File: src/rtl/bin2rns_seq.sv
// Sequential binary-to-RNS forward converter: MSB-first shift-and-reduce, one
// input bit per cycle, residues for up to four compile-time moduli.
module bin2rns_seq #(
  parameter int DYN_SIZE = 16,
  parameter int MOD_SIZE = 5,
  parameter int NUM_MOD  = 4,
  parameter int MOD_0    = 32,
  parameter int MOD_1    = 31,
  parameter int MOD_2    = 21,
  parameter int MOD_3    = 5
) (
  input  logic                    clk,
  input  logic                    reset,
  input  logic                    in_valid,
  output logic                    in_ready,
  input  logic [DYN_SIZE-1:0]     N,
  output logic                    out_valid,
  input  logic                    out_ready,
  output logic [4*MOD_SIZE-1:0]   out_res,
  output logic                    busy
);

  localparam int CNT_W = (DYN_SIZE > 2) ? $clog2(DYN_SIZE) : 1;

  typedef enum logic [1:0] {S_IDLE, S_CONV, S_DONE} state_t;

  state_t                     state_q, state_d;
  logic [DYN_SIZE-1:0]        shift_q, shift_d;
  logic [CNT_W-1:0]           cnt_q, cnt_d;
  logic [3:0][MOD_SIZE-1:0]   res_q, res_d;

  function automatic logic [MOD_SIZE:0] mod_of(input int k);
    case (k)
      0:       mod_of = (MOD_SIZE+1)'(MOD_0);
      1:       mod_of = (MOD_SIZE+1)'(MOD_1);
      2:       mod_of = (MOD_SIZE+1)'(MOD_2);
      default: mod_of = (MOD_SIZE+1)'(MOD_3);
    endcase
  endfunction

  // r < m guarantees 2r+b < 2m, so a single conditional subtract reduces fully.
  function automatic logic [MOD_SIZE-1:0] reduce_step(input logic [MOD_SIZE-1:0] r,
                                                      input logic                b,
                                                      input logic [MOD_SIZE:0]   m);
    logic [MOD_SIZE:0] t;
    t = {r, b};
    if (t >= m) t = t - m;
    reduce_step = t[MOD_SIZE-1:0];
  endfunction

  always_comb begin
    state_d = state_q;
    shift_d = shift_q;
    cnt_d   = cnt_q;
    res_d   = res_q;
    case (state_q)
      S_IDLE: begin
        if (in_valid) begin
          shift_d = N;
          res_d   = '0;
          cnt_d   = CNT_W'(DYN_SIZE - 1);
          state_d = S_CONV;
        end
      end
      S_CONV: begin
        shift_d = {shift_q[DYN_SIZE-2:0], 1'b0};
        // Channels at or above NUM_MOD are never written and stay at zero.
        for (int k = 0; k < 4; k++) begin
          if (k < NUM_MOD) res_d[k] = reduce_step(res_q[k], shift_q[DYN_SIZE-1], mod_of(k));
        end
        cnt_d = cnt_q - CNT_W'(1);
        if (cnt_q == '0) state_d = S_DONE;
      end
      S_DONE: begin
        if (out_ready) state_d = S_IDLE;
      end
      default: state_d = S_IDLE;
    endcase
  end

  always_ff @(posedge clk) begin
    if (!reset) begin
      state_q <= S_IDLE;
      shift_q <= '0;
      cnt_q   <= '0;
      res_q   <= '0;
    end else begin
      state_q <= state_d;
      shift_q <= shift_d;
      cnt_q   <= cnt_d;
      res_q   <= res_d;
    end
  end

  assign in_ready  = (state_q == S_IDLE);
  assign out_valid = (state_q == S_DONE);
  assign busy      = (state_q != S_IDLE);
  assign out_res   = res_q;

endmodule
File: config.mk
export PLATFORM = sky130hd
export DESIGN_NAME = bin2rns_seq
export DESIGN_NICKNAME = d
export VERILOG_FILES = /design/src/rtl/bin2rns_seq.sv
export SDC_FILE = /design/constraint.sdc
export NUM_CORES = 1
export LEC_CHECK = 0
export ABC_AREA = 1
export ABC_CLOCK_PERIOD_IN_PS = 1500
export CAP_MARGIN = 20
export CORE_MARGIN = 4
export CORE_UTILIZATION = 40
export CTS_BUF_LIST = sky130_fd_sc_hd__clkbuf_16
export DETAILED_ROUTE_END_ITERATION = 7
export PLACE_DENSITY = 0.66
export SLEW_MARGIN = 0
export SYNTH_ARGS = -nofsm -noshare
export SYNTH_HDL_FRONTEND = slang
export SYNTH_SLANG_ARGS = --single-unit
File: constraint.sdc
create_clock -name clk -period 1.5 [get_ports clk]
set_input_delay 0.375 -clock clk [delete_from_list [all_inputs] [get_ports clk]]
set_output_delay 0.375 -clock clk [all_outputs]
set_load 0.1 [all_outputs]
* After elaboration in Yosys (flattened, before gate mapping)
Cells that the tools add are included.
Cells by class: add/sub/neg operators 5, div/mod/pow operators 0, $lt $le $gt $ge 4, multiply operators 0, reductions and logical operators 6, equality and inequality tests 5, mux-type cells 18, bitwise gates (word level) 0, shift-type cells 0
Operator list (count):
- $pmux W20 S2 | 1
- $pmux W16 S2 | 1
- $ge A6 B6 Y1 | 4
- $mux W6 | 4
- $mux W20 | 1
- $mux W5 | 4
- $sub A5 B5 Y5 | 4
- $mux W16 | 1
- $pmux W4 S2 | 1
- $mux W2 | 3
- $pmux W2 S3 | 1
- $logic_not A4 Y1 | 1
- $mux W4 | 1
- $ne A2 B2 Y1 const B | 2
- $reduce_bool A2 Y1 | 2
- $sub A4 B1 Y4 const B | 1
- $reduce_and A3 Y1 | 1
- $eq A2 B1 Y1 const B | 1
- $eq A2 B2 Y1 const B | 1
- $logic_not A2 Y1 | 1
- $ne A2 B1 Y1 const B | 1
- $reduce_and A2 Y1 | 1
Word-level totals: flip-flop bits (word level) 42, memories 0, bits in latches 0, memory bits (writable) 0, input bits 20, ROM bits 0, output and inout port bits 23

* Logic depth before layout (Yosys ltp)
depth in word-level cells 5, gate-level depth with buffers 10, gate-level depth less buffers 10

* Worst setup path before layout
OpenSTA, ideal clock, no wires.
path kind reg2out, start register state_q[1], end output busy, arrival 2.594 ns, cell stages (with the launch flop) 3, required time 1.125 ns, buffers on the path 0, setup slack -1.469 ns, cells stage by stage dfxtp_1 -> nor2_1 -> inv_1
On the way: word-level cells in the longest chain between the ends 1
Ends and longest elaborated chain:
- start: declaration | RTL line 27 | state_t state_q, state_d;
- start signal: assignment | RTL line 88 | state_q <= state_d;
- $reduce_bool A2 Y1 | RTL line 97 | assign busy = (state_q != S_IDLE);
- end: declaration | RTL line 20 | output logic busy
No other way between the ends.

* Worst setup path in the final report
start register state_q[0], end output busy
Same word-level chain as after synthesis.

==> results_dict.tcl <==
set metrics [dict create \
    die_h_um 78.92 \
    overflow 0 \
    nFillCells 418 \
    root_buffer "clkbuf_16" \
    dp_hpwl_um 3226 \
    synth_cell_type_count 29 \
    r2r_cells 9 \
    slew_headroom_pct 82.48 \
    max_cap_violations 0 \
    min_delay_worst_endpoint "shift_q[10]" \
    postSynthAreaPerCell_um2 7.010 \
    worstHoldPathCells 2 \
    cts-htree-levels 2 \
    cts_buffer_depth 2 \
    synthCells 287 \
    layout_commonest_cell "nand2_1" \
    final_cell_mix "nand2_1 (94), buf_12 (26), a21oi_1 (25)" \
    path_class "flip-flop to primary output" \
    grt_max_degree 25 \
    firstDrtPassIters 6 \
    endpoint_kind "primary output" \
    p_int_mw 2.006 \
    clk_pin_slew_worst_paths_ns 0.05 \
    synth_warnings 0 \
    ir_worst_vdd_mv 0.5465 \
    worst_slew_pin_slew_ns 0.2609 \
    wl_per_cell_um 11.46 \
    run_status "finished clean" \
    arrival_ns 1.09 \
    rr_startpoint "shift_q[15]" \
    cts.sink_count 42 \
    min_from "shift_q[10]" \
    coreArea_mm2 0.004786 \
    drive_gt1_share_pct 24.48 \
    finalHoldViolCount 0 \
    cts_tree "done" \
    power_frac_seq_pct 43.5 \
    p_leak_nw 1.261 \
    synthesis.nets 313 \
    finalSetupViolations 0 \
    grt_pass1_wl_um 7886 \
    clk-insertion-delay-late_ns 0.28 \
    placement.io_buffers 42 \
    fp.dieW_um 78.92 \
    p_comb_share_pct 20.9 \
    switchingPower_uw 775.1 \
    fin_crit_sh_pct 97.78 \
    fin_crit_ns 1.467 \
    stdcell_count 406 \
    ant_nets 0 \
    nets 365 \
    clkPwrFrac_pct 35.7 \
    timing.rr.end "out_res[13]" \
    ys_seq_area_share_pct 41.79 \
    vias 2008 \
    cp.required_ns 1.12 \
    gp_congestion 0.8397 \
    drt-vias-per-instance 4.946 \
    cts-buffers-inserted 5 \
    place_inst 397 \
    rows 25 \
    max_freq_mhz 681.8 \
    finalMaxSlewViolations 0 \
    synth_area_mm2 0.002012 \
    skew_ns 0.005372 \
    start_kind "flip-flop" \
    cts_hold_repair.buffers 0 \
    finalSetupTns_ns 0 \
    ioPinCount 43 \
    power.density_mw_per_mm2 909.5 \
    antenna_found_initial 0 \
    start_util_pct 42.04 \
    antenna_cells 0 \
    critPathMaxFanout 4 \
    rrSetupSlack_ns 0.12 \
    whs_ns 0.4616 \
    routed_wl_um 4654 \
    grt_pass1_vias 1791 \
    synth_seq_cells 42 \
    p_sw_share_pct 27.87 \
    die_area_mm2 0.006228 \
    area_growth_pct 51.99 \
    initialDrtViolationCount 85 \
    drc 0 \
    grt_usage_pct 15.70 \
    min_path_type "flip-flop to flip-flop" \
    critPathLaunch "state_q[0]" \
]
logic make-up (layout without fill, tap and decap cells):
group                      after synthesis  count (layout)  synth area share, %
and+or+nand+nor                        143             143                29.60
adders and majority gates                6               6                3.731
buffers and inverters                   43              95                9.141
AOI/OAI and AO/OA                       51              51                14.86
DFF                                     42              42                41.79
xor gates and xnor gates                 2               2               0.8708
final cells by class:
class | count | area, µm² | area share [%]
clock buffers | 5 | 125.1 | 4.092
well taps | 67 | 83.83 | 2.741
multi-input cells | 202 | 1045 | 34.17
repair buffers | 57 | 804.5 | 26.31
inverters | 31 | 118.9 | 3.887
clock inverters | 2 | 7.507 | 0.2455
flip-flops and latches | 42 | 873.3 | 28.56
routing by layer:
layer	part of all wire, %	track usage [%]	up-vias
li1	-	-	1035
met1	48	19.58	909
met2	45	26.66	58
met3	5.7	3.855	6
met4	1.4	4.983	0
met5	0	0	-
worst max path at each step:
stage                            end  slack [ns]  depth (start not counted)
after floorplan                 busy       -0.36                          2
after global placement    shift_q[7]       -0.11                          7
after detailed placement  shift_q[1]       -0.16                          7
after CTS                       busy       0.003                          4
after global routing            busy      -0.005                          4
final                           busy        0.03                          4
power by group through the flow:
stage | sequential, mW | combinational, mW | clock [mW]
floorplan | 1.26 | 0.320 | 0
global placement | 1.23 | 0.561 | 0
detailed placement | 1.23 | 0.567 | 0
CTS | 1.21 | 0.570 | 1.02
global route | 1.22 | 0.632 | 1.07
finish | 1.21 | 0.580 | 0.993
stage by stage:
| stage | setup WS, ns | utilization (%) | cell area [µm²] | power [mW] |
|---|---|---|---|---|
| floorplan | -0.3564 | - | 2063 | 1.577 |
| global placement | -0.1145 | 59.87 | 2865 | 1.790 |
| detailed placement | -0.1590 | 59.87 | 2865 | 1.797 |
| CTS | 0.003311 | 62.67 | 2999 | 2.794 |
| global route | -0.004767 | 63.90 | 3058 | 2.914 |
| finish | 0.03323 | 63.90 | 3058 | 2.781 |
sequential cells by signal (all words and copies together), names as in the netlist:
signal and cells:
shift_q 16, out_res 20, cnt_q 4, state_q 2
synth_stat cells, drive strengths merged:
cell     n  share of area, %
o21ai    7               1.7
xor2     1              0.44
o21bai   1              0.37
ha       6               3.7
a311oi   1              0.75
a31oi    9               2.8
inv     30               5.6
buf      8               2.6
nor3     4               1.0
a21oi   25               6.2
dfxtp   42                42
clkbuf   4              0.75
o211ai   1              0.37
nand3   24               6.0
a221oi   1              0.44
clkinv   1              0.19
nand2   99                19
xnor2    1              0.44
nand4    1              0.31
o22ai    1              0.31
nor2    15               3.7
a22oi    5               1.9
worst max-delay path, stage by stage, from the launching register on:
cell	delay (ns)
dfxtp_2	0.33
buf_6	0.13
nor2_4	0.14
inv_2	0.06
buf_12	0.16
timing repair:
action,4_1_cts,5_1_grt
setup buffers,0,2
setup endpoints to repair,2,12
pin swaps,0,5
gates resized for setup,1,16
Power figures use the tool's default switching activity.
